## config.mk

```make
export PLATFORM = sky130hd
export DESIGN_NAME = uart_tx_ctrl
export DESIGN_NICKNAME = d
export VERILOG_FILES = /design/src/rtl/uart_tx_ctrl.sv
export SDC_FILE = /design/constraint.sdc
export NUM_CORES = 1
export LEC_CHECK = 0
export CORE_ASPECT_RATIO = 1.25
export CORE_MARGIN = 2
export CORE_UTILIZATION = 35
export CTS_BUF_LIST = sky130_fd_sc_hd__clkbuf_8
export CTS_CLUSTER_DIAMETER = 120
export DETAILED_ROUTE_END_ITERATION = 10
export PLACE_DENSITY_LB_ADDON = 0.3
export SYNTH_ARGS = -nofsm -noshare
export SYNTH_HDL_FRONTEND = slang
export SYNTH_SLANG_ARGS = --single-unit
```

## constraint.sdc

```tcl
create_clock -name clk -period 4.8 [get_ports clk]
set_input_delay 0.72 -clock clk [delete_from_list [all_inputs] [get_ports clk]]
set_output_delay 0.72 -clock clk [all_outputs]
set_load 0.005 [all_outputs]
```

## src/rtl/uart_tx_ctrl.sv

```systemverilog
// uart_tx_ctrl: control and timing stage ahead of the UART TX datapath.
// Latches a byte on tx_start, then steps bit_cnto through 0 (start),
// 1..8 (data, LSB first) and 9 (stop), holding each index for
// CLKS_PER_BIT clocks while tx_en is high.
// Optional build macro: UART_TX_B2B_EN. When it is defined, a tx_start on
// the last stop-bit cycle chains the next frame with no idle gap.
//
// state | meaning
// ------+-------------------------------------------------------------
// IDLE  | line idle, waiting for tx_start
// XMIT  | frame on the line, bit_cnto advancing at the baud rate
// DONE  | one-cycle completion slot, tx_done high
module uart_tx_ctrl #(
    parameter int CLKS_PER_BIT = 434
) (
    input  logic       clk,
    input  logic       rst,
    input  logic       tx_start,
    input  logic [7:0] din,
    output logic [7:0] tx_data,
    output logic       tx_en,
    output logic [9:0] bit_cnto,
    output logic       tx_busy,
    output logic       tx_done
);

    localparam int                BCNT_W    = $clog2(CLKS_PER_BIT);
    localparam logic [BCNT_W-1:0] BAUD_LAST = BCNT_W'(CLKS_PER_BIT - 1);
    localparam logic [9:0]        BIT_STOP  = 10'd9;

    typedef enum logic [1:0] {
        S_IDLE = 2'd0,
        S_XMIT = 2'd1,
        S_DONE = 2'd2
    } state_t;

    state_t            r_state;
    logic [BCNT_W-1:0] r_baud_cnt;
    logic [9:0]        r_bit_cnt;
    logic [7:0]        r_tx_data;
    logic              r_tx_en;
    logic              r_tx_done;

    state_t            w_state_nxt;
    logic [BCNT_W-1:0] w_baud_nxt;
    logic [9:0]        w_bit_nxt;
    logic [7:0]        w_data_nxt;
    logic              w_en_nxt;
    logic              w_done_nxt;
    logic              w_baud_last;

    assign w_baud_last = (r_baud_cnt == BAUD_LAST);

    // State and registered outputs; synchronous reset abandons any frame.
    always_ff @(posedge clk) begin
        if (rst) begin
            r_state    <= S_IDLE;
            r_baud_cnt <= '0;
            r_bit_cnt  <= '0;
            r_tx_data  <= 8'h00;
            r_tx_en    <= 1'b0;
            r_tx_done  <= 1'b0;
        end else begin
            r_state    <= w_state_nxt;
            r_baud_cnt <= w_baud_nxt;
            r_bit_cnt  <= w_bit_nxt;
            r_tx_data  <= w_data_nxt;
            r_tx_en    <= w_en_nxt;
            r_tx_done  <= w_done_nxt;
        end
    end

    // Next-state and next register values; everything holds unless changed.
    always_comb begin
        w_state_nxt = r_state;
        w_baud_nxt  = r_baud_cnt;
        w_bit_nxt   = r_bit_cnt;
        w_data_nxt  = r_tx_data;
        w_en_nxt    = r_tx_en;
        w_done_nxt  = 1'b0;

        unique case (r_state)
            S_IDLE: begin
                w_en_nxt  = 1'b0;
                w_bit_nxt = '0;
                if (tx_start) begin
                    w_state_nxt = S_XMIT;
                    w_data_nxt  = din;
                    w_bit_nxt   = '0;
                    w_baud_nxt  = '0;
                    w_en_nxt    = 1'b1;
                end
            end

            S_XMIT: begin
                if (w_baud_last) begin
                    w_baud_nxt = '0;
                    if (r_bit_cnt == BIT_STOP) begin
`ifdef UART_TX_B2B_EN
                        if (tx_start) begin
                            // Chain straight into the next start bit.
                            w_data_nxt = din;
                            w_bit_nxt  = '0;
                            w_done_nxt = 1'b1;
                        end else begin
                            w_state_nxt = S_DONE;
                            w_en_nxt    = 1'b0;
                            w_bit_nxt   = '0;
                            w_done_nxt  = 1'b1;
                        end
`else
                        w_state_nxt = S_DONE;
                        w_en_nxt    = 1'b0;
                        w_bit_nxt   = '0;
                        w_done_nxt  = 1'b1;
`endif
                    end else begin
                        w_bit_nxt = r_bit_cnt + 10'd1;
                    end
                end else begin
                    w_baud_nxt = r_baud_cnt + 1'b1;
                end
            end

            S_DONE: begin
                w_state_nxt = S_IDLE;
                w_en_nxt    = 1'b0;
                w_bit_nxt   = '0;
            end

            default: begin
                w_state_nxt = S_IDLE;
                w_en_nxt    = 1'b0;
                w_bit_nxt   = '0;
            end
        endcase
    end

`ifndef SYNTHESIS
    // A divisor below 2 leaves the baud counter with nothing to count.
    always_ff @(posedge clk) begin
        assert (CLKS_PER_BIT >= 2)
            else $error("uart_tx_ctrl: CLKS_PER_BIT must be >= 2");
    end
`endif

    assign tx_data  = r_tx_data;
    assign tx_en    = r_tx_en;
    assign bit_cnto = r_bit_cnt;
    assign tx_done  = r_tx_done;
    assign tx_busy  = (r_state != S_IDLE);

endmodule
```

# After elaboration in Yosys (flattened, before gate mapping)
# Index checks and enable logic that the tools add are counted.
# word_totals
regBits	31
input_bits	11
out_inout_bits	21
elab_cells	38
# classes
n_addsub	2
eq_ne	6
muxes	13
bitwise	2
n_reduce_logical	9
# op_table
operator	count
$mux 9	2
$pmux 9 s2	1
$add 10x1->10 const B	1
$eq 10x4->1 const B	1
$mux 10	1
$add 9x1->9 const B	1
$eq 9x9->1 const B	1
$mux 2	3
$ne 2x2->1 const B	3
$reduce_and 2->1	3
$mux 1	4
$pmux 2 s2	1
$reduce_bool 2->1	2
$reduce_and 3->1	1
$reduce_or 3->1	1
$eq 2x1->1 const B	1
$logic_not 2->1	1
$not 1->1	2
$pmux 1 s2	1
$reduce_or 2->1	1

# Longest topological paths before layout
# Gate-level depths: netlist of run 1.
# logic_depth
word_depth	4
depth_mapped	7
depth_no_buf	6

# Worst setup path after synthesis of run 1
# Ideal clock, no wire load.
# synth_timing
path_kind	input to register
startpoint	input port rst
endpoint	register r_baud_cnt[6]
setup_ns	0.074
arrival_ns	1.712
t_required_ns	4.726
slack_ns	3.014
cell_stages	4
path_buffers	0
cell_sequence	or3b_2 -> a21oi_1 -> a21oi_1 -> a31oi_1
# synth_rtl
element	line_no	text
from (decl)	17	input logic rst,
to (signal assigned)	65	r_baud_cnt <= w_baud_nxt;
to (decl)	38	logic [BCNT_W-1:0] r_baud_cnt;

==> flow_metrics.tcl, run 1 <==
set metrics [dict create \
    initial_core_util_pct 37.01 \
    async_reset_ff_share_pct 0 \
    final_max_slew_viol_count 0 \
    synth_warnings 0 \
    diodes 0 \
    placedCellCount 246 \
    ys_seq_area_share_pct 43.59 \
    clk_pin_slew_ns 0.06 \
    dpl.hpwl_um 2167 \
    drive_above_1_share_pct 6.533 \
    clock_path_buffers 2 \
    firstDrtPassIters 4 \
    whs_path_depth 2 \
    totalWireLength_um 2977 \
    layout.cells.non_filler 253 \
    synth.distinct_cells 39 \
    synthesis.area_mm2 0.001424 \
    rr_startpoint "bit_cnto[0]" \
    synth_edf_count 0 \
    fillCellCount 391 \
    cts_setup_buffers 0 \
    finClkSkew_ns 0.01068 \
    multi_input_area_um2 764.5 \
    finalNetCount 214 \
    cts_sinks 31 \
    cts_root_buffer "clkbuf_8" \
    die_w_um 61.05 \
    grt-ovfl-total 0 \
    r2r_end "tx_en" \
    drc 0 \
    ios 32 \
    synth_ff_type "dfxtp_1" \
    numCtsBuffers 5 \
    synth-simple-area-share_pct 30.58 \
    period_share_pct 52.49 \
    tightest_slew_ns 0.5437 \
    required_ns 5.00 \
    p_leak_nw 0.6228 \
    setup_viol 0 \
    synth_xor_xnor_area_share_pct 5.536 \
    numPortBuffers 31 \
    timing.hold.ws_ns 0.4584 \
    muxShareOfSynthArea_pct 0.7030 \
    rrSetupSlack_ns 2.82 \
    die_height_um 75.31 \
    hold_start "tx_data[2]" \
    synth_compound_area_share_pct 13.36 \
    ys_seq_elements 31 \
    min_to "tx_data[2]" \
    relSlewSlack_pct 63.64 \
    r2r_cells 5 \
    critPathArrivalTime_ns 2.72 \
    path_class "primary input to flip-flop" \
    status "completed" \
    grt_setup_unrepaired "no" \
    grt_max_degree 17 \
    start_kind "primary input" \
    core-area_mm2 0.003847 \
    finalWorstPathRequiredPeriod_ns 2.520 \
    vias 1242 \
    grt_antenna_before_repair 0 \
    vias_per_cell 4.909 \
    end_kind "flip-flop" \
    htreeDepth 2 \
    ant_nets 0 \
    cts_hold_buf 0 \
    syn_inst 165 \
    avgRoutedWirePerCell_um 11.77 \
    gp_congestion 0.7452 \
    cts_tree "done" \
    dieArea_mm2 0.004598 \
    dp_slack_ns 2.001 \
    cap_violations 0 \
    syn_nets 180 \
    synth_top_family_by_area "simple AND/OR/NAND/NOR gates" \
    grt_pass1_vias 1072 \
    drtIter0Drc 65 \
    num_rows 25 \
    hold_path.class "flip-flop to flip-flop" \
    cts_resized 0 \
    synth.avg_cell_area_um2 8.629 \
    hold_viol 0 \
    grt_pass1_wl_um 4836 \
    syn2layout_area_growth_pct 32.34 \
    fin_setup_tns_ns 0 \
    ir_worst_vdd_v 0.0001960 \
    max_freq_mhz 396.9 \
    ff_latch_area_um2 620.6 \
    insertion_delay_ns 0.29 \
    setup_ws_ns 2.280 \
    cp-startpoint "rst" \
    power_density_mw_per_mm2 300.6 \
    track_usage_pct 14.23 \
    crit_fanout 16 \
    synthAdderAreaFrac_pct 3.515 \
]
-- routing by layer --
metal  GRT usage, %  part of all wire (%)  up-vias
li1               -                     -      655
met1          17.19                    48      549
met2          21.63                    44       32
met3          5.772                   6.3        6
met4          7.246                   2.0        0
met5              0                     0        -
-- synth_stat cells, types with 2 or more instances --
library cell  count  area share (%)
ha_1              4             3.5
and3_1            2            0.88
a31oi_1           4             1.8
nor4_1            3             1.3
nor2_1           12             3.2
a21oi_1          19             6.7
nand3_1           7             2.5
clkbuf_1          2            0.53
xnor2_1           7             4.3
nand2_1          23             6.1
nor2_2            2            0.88
nor3_1            5             1.8
dfxtp_1          31              44
inv_1             5             1.3
and4_1            4             2.5
nand2b_1          7             3.1
nand4_1           5             2.2
xor2_1            2             1.2
-- per-stage QoR --
step | total power, mW | utilization, % | instance area [µm²]
after global placement | 0.3290 | 46.31 | 1782
after floorplan | 0.3029 | - | 1424
final | 0.5664 | 48.98 | 1884
after global routing | 0.5906 | 48.98 | 1884
after CTS | 0.5745 | 48.98 | 1884
after detailed placement | 0.3293 | 46.31 | 1782
-- cells by family (layout without fill, tap and decap cells) --
kind of cell | Yosys count | after routing
AND/OR/NAND/NOR | 79 | 79
AO/OA/AOI/OAI | 32 | 32
flip-flops | 31 | 31
XOR/XNOR | 9 | 9
buffers and inverters | 9 | 43
adder cells (fa/ha/maj) | 4 | 4
multiplexers | 1 | 1
-- final cells by class --
type	instances	share of cell area, %
multi-input combinational	125	40.57
sequential	31	32.93
timing repair buffer	31	16.47
clock buffer	5	3.652
tap	54	3.586
clock inverter	2	1.793
inverter	5	0.9960
-- worst max-delay path, stage by stage --
cell             delay (ns)
clkdlybuf4s50_1        0.68
or3b_2                 0.62
a21oi_1                0.39
nand2b_1               0.10
a31oi_1                0.20
-- power breakdown --
group | total [mW] | internal, mW | switching, mW
sequential | 0.272 | 0.265 | 0.00622
combinational | 0.0513 | 0.0269 | 0.0244
clock | 0.244 | 0.150 | 0.0938
-- cells in the final DEF, fill, tap and decap left out, drive strengths merged, types with 5 or more instances in the layout --
cell	n
clkdlybuf4s50	31
xnor2	7
dfxtp	31
nand2	23
nand2b	7
nor2	15
nand4	5
inv	6
a21oi	19
clkbuf	5
nand3	7
nor3	5
-- state kept, by name, indices dropped and copies added, names as in the netlist --
name and flops:
tx_data 8, r_baud_cnt 9, tx_en 1, tx_done 1, r_state 2, bit_cnto 10
-- worst max-delay path by stage --
stage / end / cells after the start
2_1_floorplan: r_baud_cnt[6] / 4
3_3_place_gp: r_baud_cnt[6] / 5
3_5_place_dp: r_baud_cnt[4] / 5
4_1_cts: r_baud_cnt[4] / 5
5_1_grt: r_baud_cnt[2] / 5
6_report: r_baud_cnt[4] / 5
(Power assumes the default switching activity.)
==> run 2, diff against run 1 <==
- clock period: 4.8 -> 2.3 ns (I/O delays scaled with it)
==> flow_metrics.tcl, run 2 (synthesis results as in run 1) <==
set metrics [dict create \
    status "completed" \
    fin_setup_tns_ns 0 \
    final_cell_mix "31 x dfxtp_1, 31 x clkdlybuf4s50_1, 23 x nand2_1" \
    crit_fanout 11 \
    grt_setup_unrepaired "no" \
    die_w_um 61.05 \
    grt_pass1_vias 1175 \
    hold_path.class "flip-flop to flip-flop" \
    period_share_pct 84.25 \
    ir_worst_vdd_v 0.0003636 \
    rr_startpoint "bit_cnto[0]" \
    setup_ws_ns 0.3622 \
    cts_hold_buf 0 \
    finalWorstPathRequiredPeriod_ns 1.938 \
    max_freq_mhz 516.0 \
    critPathMaxStageDelay_ns 0.47 \
    vias_per_cell 5.020 \
    cts_root_buffer "clkbuf_8" \
    htreeDepth 2 \
    vias 1285 \
    cts_setup_buffers 0 \
    whs_path_depth 2 \
    initial_core_util_pct 37.01 \
    min_to "tx_data[5]" \
    worstSetupPathDepth 5 \
    cap_violations 0 \
    r2r_cells 5 \
    met3_usage_pct 6.282 \
    grt_pass1_wl_um 5292 \
    dieArea_mm2 0.004598 \
    crit_chain "ha_1 -> or4bb_1 -> nor3_1 -> a31o_2 -> a21oi_1" \
    required_ns 2.47 \
    r2r_end "tx_en" \
    finClkSkew_ns 0.005494 \
    clock_path_buffers 2 \
    critPathSlowestCell "dfxtp_1" \
    syn2layout_area_growth_pct 33.22 \
    firstDrtPassIters 4 \
    ios 32 \
    grt_util_met2_pct 23.88 \
    numPortBuffers 31 \
    crit_family "simple AND/OR/NAND/NOR gates" \
    crit_buf_inv 0 \
    end_kind "flip-flop" \
    critPathArrivalTime_ns 2.11 \
    drive_above_1_share_pct 7.921 \
    cts_resized 0 \
    diodes 0 \
    final_max_slew_viol_count 0 \
    cts_tree "done" \
    relSlewSlack_pct 71.60 \
    avgRoutedWirePerCell_um 11.85 \
    start_kind "flip-flop" \
    gp_congestion 0.7788 \
    grtUsageMet1_pct 18.46 \
    ant_nets 0 \
    num_rows 25 \
    die_height_um 75.31 \
    largest_reg_flops 10 \
    cts_sinks 31 \
    clk_pin_slew_ns 0.07 \
    dp_slack_ns 0.2719 \
    p_leak_nw 0.6333 \
    setup_viol 0 \
    path_class "flip-flop to flip-flop" \
    drc 0 \
    power_density_mw_per_mm2 606.2 \
    track_usage_pct 15.52 \
    grt_max_degree 16 \
    core-area_mm2 0.003847 \
    numCtsBuffers 5 \
    finalNetCount 216 \
    tightest_slew_ns 0.4260 \
    grt_antenna_before_repair 0 \
    insertion_delay_ns 0.28 \
    grt.busiest_layer "met2" \
    dpl.hpwl_um 2198 \
    rrSetupSlack_ns 0.36 \
    drtIter0Drc 21 \
    hold_start "tx_data[5]" \
    hold_viol 0 \
    totalWireLength_um 3033 \
    grt-ovfl-total 0 \
]
## run 2: worst max path at each step
| stage | from | end | slack, ns |
|---|---|---|---|
| after floorplan | bit_cnto[0] | tx_en | 0.54 |
| after global placement | rst | r_baud_cnt[6] | 0.33 |
| after detailed placement | rst | r_baud_cnt[6] | 0.27 |
| after CTS | bit_cnto[0] | tx_en | 0.32 |
| after global routing | bit_cnto[0] | r_state[0] | 0.18 |
| final | bit_cnto[0] | tx_en | 0.36 |
## run 2: worst register-to-register path, delay by kind of cell, from the launching register on
family	cells	cell delay, ns
AO/OA/AOI/OAI	2	0.47
adder cells (fa/ha/maj)	1	0.18
flip-flops	1	0.47
AND/OR/NAND/NOR	2	0.70
## run 2: area by class of cell
type / count / area [µm²]
well taps: 54 / 67.56
fillers: 395 / 1951
multi-input cells: 125 / 764.5
inverters: 5 / 18.77
repair buffers: 33 / 325.3
flip-flops and latches: 31 / 620.6
clock buffers: 7 / 96.34
clock inverters: 1 / 3.754
## run 2: power by group
part	total, mW	leakage [nW]	switching [mW]	internal [mW]
clock	0.474	0.0557	0.205	0.268
sequential	0.567	0.252	0.0131	0.554
combinational	0.109	0.326	0.0521	0.0573
total	1.15	0.633	0.271	0.879
## run 2: routing by layer
metal  wire length (µm)  vias up
met4                 70        0
li1                   -      662
met1               1376      578
met5                  0        -
met3                201        8
met2               1384       37
## run 2: stage by stage
| stage | hold WS [ns] | instance area, µm² | instances | total power [mW] | utilization, % |
|---|---|---|---|---|---|
| 2_1_floorplan | 0.4141 | 1424 | 165 | 0.6321 | - |
| 3_3_place_gp | 0.4402 | 1797 | 248 | 0.6884 | 46.70 |
| 3_5_place_dp | 0.4490 | 1797 | 248 | 0.6895 | 46.70 |
| 4_1_cts | 0.4577 | 1897 | 256 | 1.167 | 49.30 |
| 5_1_grt | 0.4781 | 1897 | 256 | 1.202 | 49.30 |
| 6_report | 0.4541 | 1897 | 256 | 1.150 | 49.30 |
==> variant 1: new RTL, flow settings as in run 2 <==
The option `UART_TX_B2B_EN` is turned on by a define.
--- a/src/rtl/uart_tx_ctrl.sv
+++ b/src/rtl/uart_tx_ctrl.sv
@@ -12,2 +12,4 @@
 // DONE  | one-cycle completion slot, tx_done high
+`define UART_TX_B2B_EN
+
 module uart_tx_ctrl #(
Formal check against the unedited RTL: same outputs for any inputs over 10 cycles, from zero or initial values and one cycle with rst high; that may be too few to reach the edited logic, so the function may still have changed.
==> variant 1 against run 2 <==
Sequential cell count stayed put; total power rose by 6.6%; global-route usage down 2.2 points; die area is 3.9% higher; cell area rose by 5.0%; synthesized area increased by 4.1%; synthesized cell count shrank 1.8%; sequential power shrank 0.7%; worst setup slack lost 140 ps; wire length down 3.5%; critical path type unchanged; largest cell class unchanged; largest power group unchanged.
==> variant 1: results (changes against run 2) <==
[global_route]
gr-usage-all-layers=0.133  ; -0.0221
grt_max_degree=22  ; +6
grt_pass1_vias=1171  ; -0.34%
grt_pass1_wl_um=5130  ; -3.1%

[logic_synthesis]
synthesis.nets=177  ; -1.7%
ys_warn_count=0  ; unchanged
synth_area_leaders=dfxtp_1 (42%), nand2b_1 (6.8%), mux2i_1 (5.4%)
synth_seq_area_share=0.419  ; -0.0173
yosys-top-cells-count=dfxtp_1 (31), nor2_1 (21), nand2b_1 (16), nand2_1 (14), xnor2_1 (9)
synth_flop_cell=dfxtp_1
ys_types=36  ; -7.7%

[critical_path]
cpMaxStageDelayCell=a2111oi_4
crit_fanout=8  ; -3
cp.arrival_ps=2290  ; +180 ps
slowest_delay_ps=730  ; +260 ps

[cts]
cts_buffers=5  ; unchanged
clock_latency_ps=280  ; about the same
cts.clk_slew.worst_paths_ps=70  ; about the same
post_cts_buffers=0  ; unchanged

[power]
worst_ir_drop_vdd_mv=0.345  ; -5.1%
total_leakage_power_nw=0.661  ; +4.3%

[placed_design]
hpwlAfterDp_um=2160  ; -1.7%
port_buffers=31  ; unchanged
globalplace.congestion=0.865  ; +11%

[sta]
fin_skew_ps=5.64  ; +0.148 ps
slew_headroom=0.507  ; -0.209

[drt]
drt_iter0_markers=53  ; +150%
wirelength_um=2930  ; -3.5%
vias=1233  ; -4.0%
first_pass_iters=4  ; unchanged

[finish]
post_route_cells_drive_above_1_share=0.0896  ; +0.0103
layout.nets=215  ; -0.46%

[run_status]
run_status=finished clean

[variant 1: changes by cell type in the layout (fill, tap and decap cells not counted), sizes merged, moves of 6 or more]
cell,change
a21oi,-15
mux2i,+7
nand2,-9
nand2b,+9
nor2,+6
[variant 1: final timing paths]
check                                   to  slack (ps)        start  depth (start not counted)
worst max-delay path            tx_data[3]         220  bit_cnto[0]                          5
worst min-delay path            tx_data[4]         470   tx_data[4]                          2
worst max register to register  tx_data[3]         220  bit_cnto[0]                          5
worst min register to register  tx_data[4]         470   tx_data[4]                          2
[variant 1: final cells by class]
class	count	area, um2
multi-input combinational	122	828
tap	56	70.1
sequential	31	621
inverter	6	22.5
clock buffer	6	82.6
clock inverter	2	35.0
timing repair buffer	34	333
fill	398	2070
[variant 1: kinds of logic after synthesis]
| logic type | count (synthesis) | synth area share |
|---|---|---|
| AOI/OAI and AO/OA | 21 | 0.116 |
| muxes | 8 | 0.0540 |
| adders and majority gates | 4 | 0.0338 |
| buffers and inverters | 9 | 0.0228 |
| DFF | 31 | 0.419 |
| and+or+nand+nor | 77 | 0.284 |
| xor gates and xnor gates | 12 | 0.0709 |
[variant 1: critical path, delay by kind of cell (launching register included)]
| kind | cells | cell delay, ps |
|---|---|---|
| multiplexers | 1 | 260 |
| AND/OR/NAND/NOR | 2 | 430 |
| adder cells (fa/ha/maj) | 1 | 180 |
| AO/OA/AOI/OAI | 1 | 730 |
| flip-flops | 1 | 410 |
[variant 1: power by group]
group / switching (mW) / internal, mW
Combinational: 0.0459 / 0.0638
Sequential: 0.0118 / 0.551
Clock: 0.203 / 0.350
Total: 0.261 / 0.965
[variant 1: routing by layer]
layer | up-vias | part of all wire | wire length, um | GRT usage
met2 | 39 | 0.48 | 1390 | 0.225
met4 | 0 | 0.0058 | 17 | 0.0533
met3 | 3 | 0.067 | 196 | 0.0499
met1 | 547 | 0.45 | 1320 | 0.151
li1 | 644 | - | - | -
met5 | - | 0 | 0 | 0
[variant 1: metrics by stage]
stage	cells	cell area [um2]	worst slack, ps
after floorplan	162	1480	364
after global placement	249	1870	220
after detailed placement	249	1870	154
after CTS	257	1990	118
after global routing	257	1990	11.2
final	257	1990	224
==> variant 2: new RTL, flow settings as in run 2 <==
Without the edit above. The output `tx_done` loses its register stage (`r_tx_done` becomes a continuous assignment).
--- a/src/rtl/uart_tx_ctrl.sv
+++ b/src/rtl/uart_tx_ctrl.sv
@@ -61,3 +61,2 @@
             r_tx_en    <= 1'b0;
-            r_tx_done  <= 1'b0;
         end else begin
@@ -68,5 +67,6 @@
             r_tx_en    <= w_en_nxt;
-            r_tx_done  <= w_done_nxt;
         end
     end
+
+    assign r_tx_done = w_done_nxt;
 
Function: no difference found for any inputs over 10 cycles, from zero or initial values and one cycle with rst high; that may be too few to reach the edited logic, so the function may still have changed.
==> variant 2 against run 2 <==
Sequential cell count shrank 1; critical path depth grew 2; largest cell class unchanged; via count grew 1.5%; maximum frequency shrank 10%; synthesized area shrank 2.4%; total power grew 1.4%; cell area grew 1.7%; worst setup slack lost 220 ps; wire length grew 7.4%; non-clock buffer count grew 9.
==> variant 2: results (changes against run 2) <==
[critical_path]
cpMaxStageDelayCell=or4b_1
crit_fanout=2  ; -9
cp.arrival_ps=1810  ; -300 ps
slowest_delay_ps=440  ; -30 ps

[drt]
avgRoutedWirePerCell_um=12.5  ; +5.7%
wl_met3_um=241  ; +20%
drcViolationCount=0  ; unchanged
route.met2.wl_um=1610  ; +17%
drt_iter0_markers=37  ; +76%
first_pass_iters=6  ; +2
drt-met1-wl_um=1340  ; -2.4%
via_per_inst=5.02  ; about the same

[sta]
worstMarginPinSlew_ps=418  ; -8.41 ps
maxSlewViolCount=0  ; unchanged
fin_skew_ps=5.63  ; +0.131 ps

[cts]
cts_buffer_depth=2  ; unchanged
clock_latency_ps=280  ; about the same
cts.clk_slew.worst_paths_ps=70  ; about the same
cts-root-buf=clkbuf_8
htree_levels=2  ; unchanged
cts_buffers=5  ; unchanged

[worst_hold_path]
hold_class=reg -> reg

[placed_design]
hpwlAfterDp_um=2420  ; +10%
globalplace.congestion=0.875  ; +12%
port_buffers=31  ; unchanged

[logic_synthesis]
yosys.area_share.adder=0.0360  ; +0.000854
ys_types=40  ; +2.6%
synthesis.nets=176  ; -2.2%
synth_seq_area_share=0.432  ; -0.00381
synth_compound_area_frac=0.134  ; +0.000546
synth-xor-area-share=0.0630  ; +0.00765
muxShareOfSynthArea=0.00720  ; +0.000171
yosys-top-cells-count=dfxtp_1 (30), nand2_1 (24), a21oi_1 (15), nor2_1 (12), xnor2_1 (9)
async_flop_share=0  ; unchanged
synth_area_leaders=dfxtp_1 (43%), nand2_1 (6.5%), xnor2_1 (5.7%)

[power]
p_switching_uw=268  ; -0.91%
finalPower_mw=1.17  ; +1.4%
p_clk_frac=0.434  ; +0.022
powerSeq_uw=547  ; -3.5%
total_leakage_power_nw=0.681  ; +7.5%
worst_ir_drop_vdd_mv=0.341  ; -6.3%

[global_route]
grt_pass1_vias=1293  ; +10%
gr-total-overflow=0  ; unchanged
gr-usage-all-layers=0.167  ; +0.0120
antenna_found_initial=0  ; unchanged
grt_max_degree=15  ; -1
grt_pass1_wl_um=5670  ; +7.2%

[run]
maxCapViolations=0  ; unchanged

[finish]
largest_reg_flops=10  ; unchanged
fillers=367  ; -7.1%
diodes=0  ; unchanged
layout.nets=220  ; +1.9%
post_route_cells_drive_above_1_share=0.146  ; +0.0664

[run_status]
run_status=finished clean

==> variant 2: cell types whose count changed after synthesis, sizes merged, moves of 2 or more <==
| cell | run 2 | this run |
|---|---|---|
| or3 | 0 | 2 |
| a22o | 0 | 2 |
| nand4 | 5 | 3 |
| a21oi | 19 | 15 |
| xnor2 | 7 | 9 |
| and4 | 4 | 0 |
==> variant 2: timing repair <==
action                     4_1_cts  5_1_grt
pin swaps                        1        2
buffers inserted                 0        1
hold buffers                     0        0
setup endpoints to repair        1        1
resized for setup                2        2
==> variant 2: routing by layer <==
metal  track usage  vias up
met5             0        -
met1         0.193      597
met3        0.0626        6
met2         0.272       48
met4        0.0765        0
li1              -      653
==> variant 2: final cells by class <==
| class | instances | area (um2) | area share |
|---|---|---|---|
| clock buffer | 8 | 110 | 0.0571 |
| inverter | 5 | 18.8 | 0.00973 |
| multi-input combinational | 121 | 744 | 0.386 |
| sequential | 30 | 601 | 0.311 |
| tap | 54 | 67.6 | 0.0350 |
| timing repair buffer | 42 | 388 | 0.201 |
==> variant 2: worst paths after layout <==
kind                                    start     endpoint  slack [ps]  depth (start not counted)
worst max-delay path              bit_cnto[1]      tx_done         140                          7
worst min-delay path               tx_data[5]   tx_data[5]         460                          2
worst max register to register  r_baud_cnt[3]  bit_cnto[7]         360                          5
worst min register to register     tx_data[5]   tx_data[5]         460                          2
==> variant 2: worst max-delay path, delay by kind of cell, from the launching register on <==
kind,cells,cell delay (ps)
adder cells (fa/ha/maj),1,120
buffers and inverters,2,180
flip-flops,1,310
AND/OR/NAND/NOR,4,910
==> variant 2: per-stage QoR <==
step,instance area [um2],worst slack (ps),cells
5_1_grt,1930,4.02,260
6_report,1930,143,260
2_1_floorplan,1390,493,161
3_3_place_gp,1810,19.9,251
3_5_place_dp,1810,-6.61,251
4_1_cts,1930,27.1,259
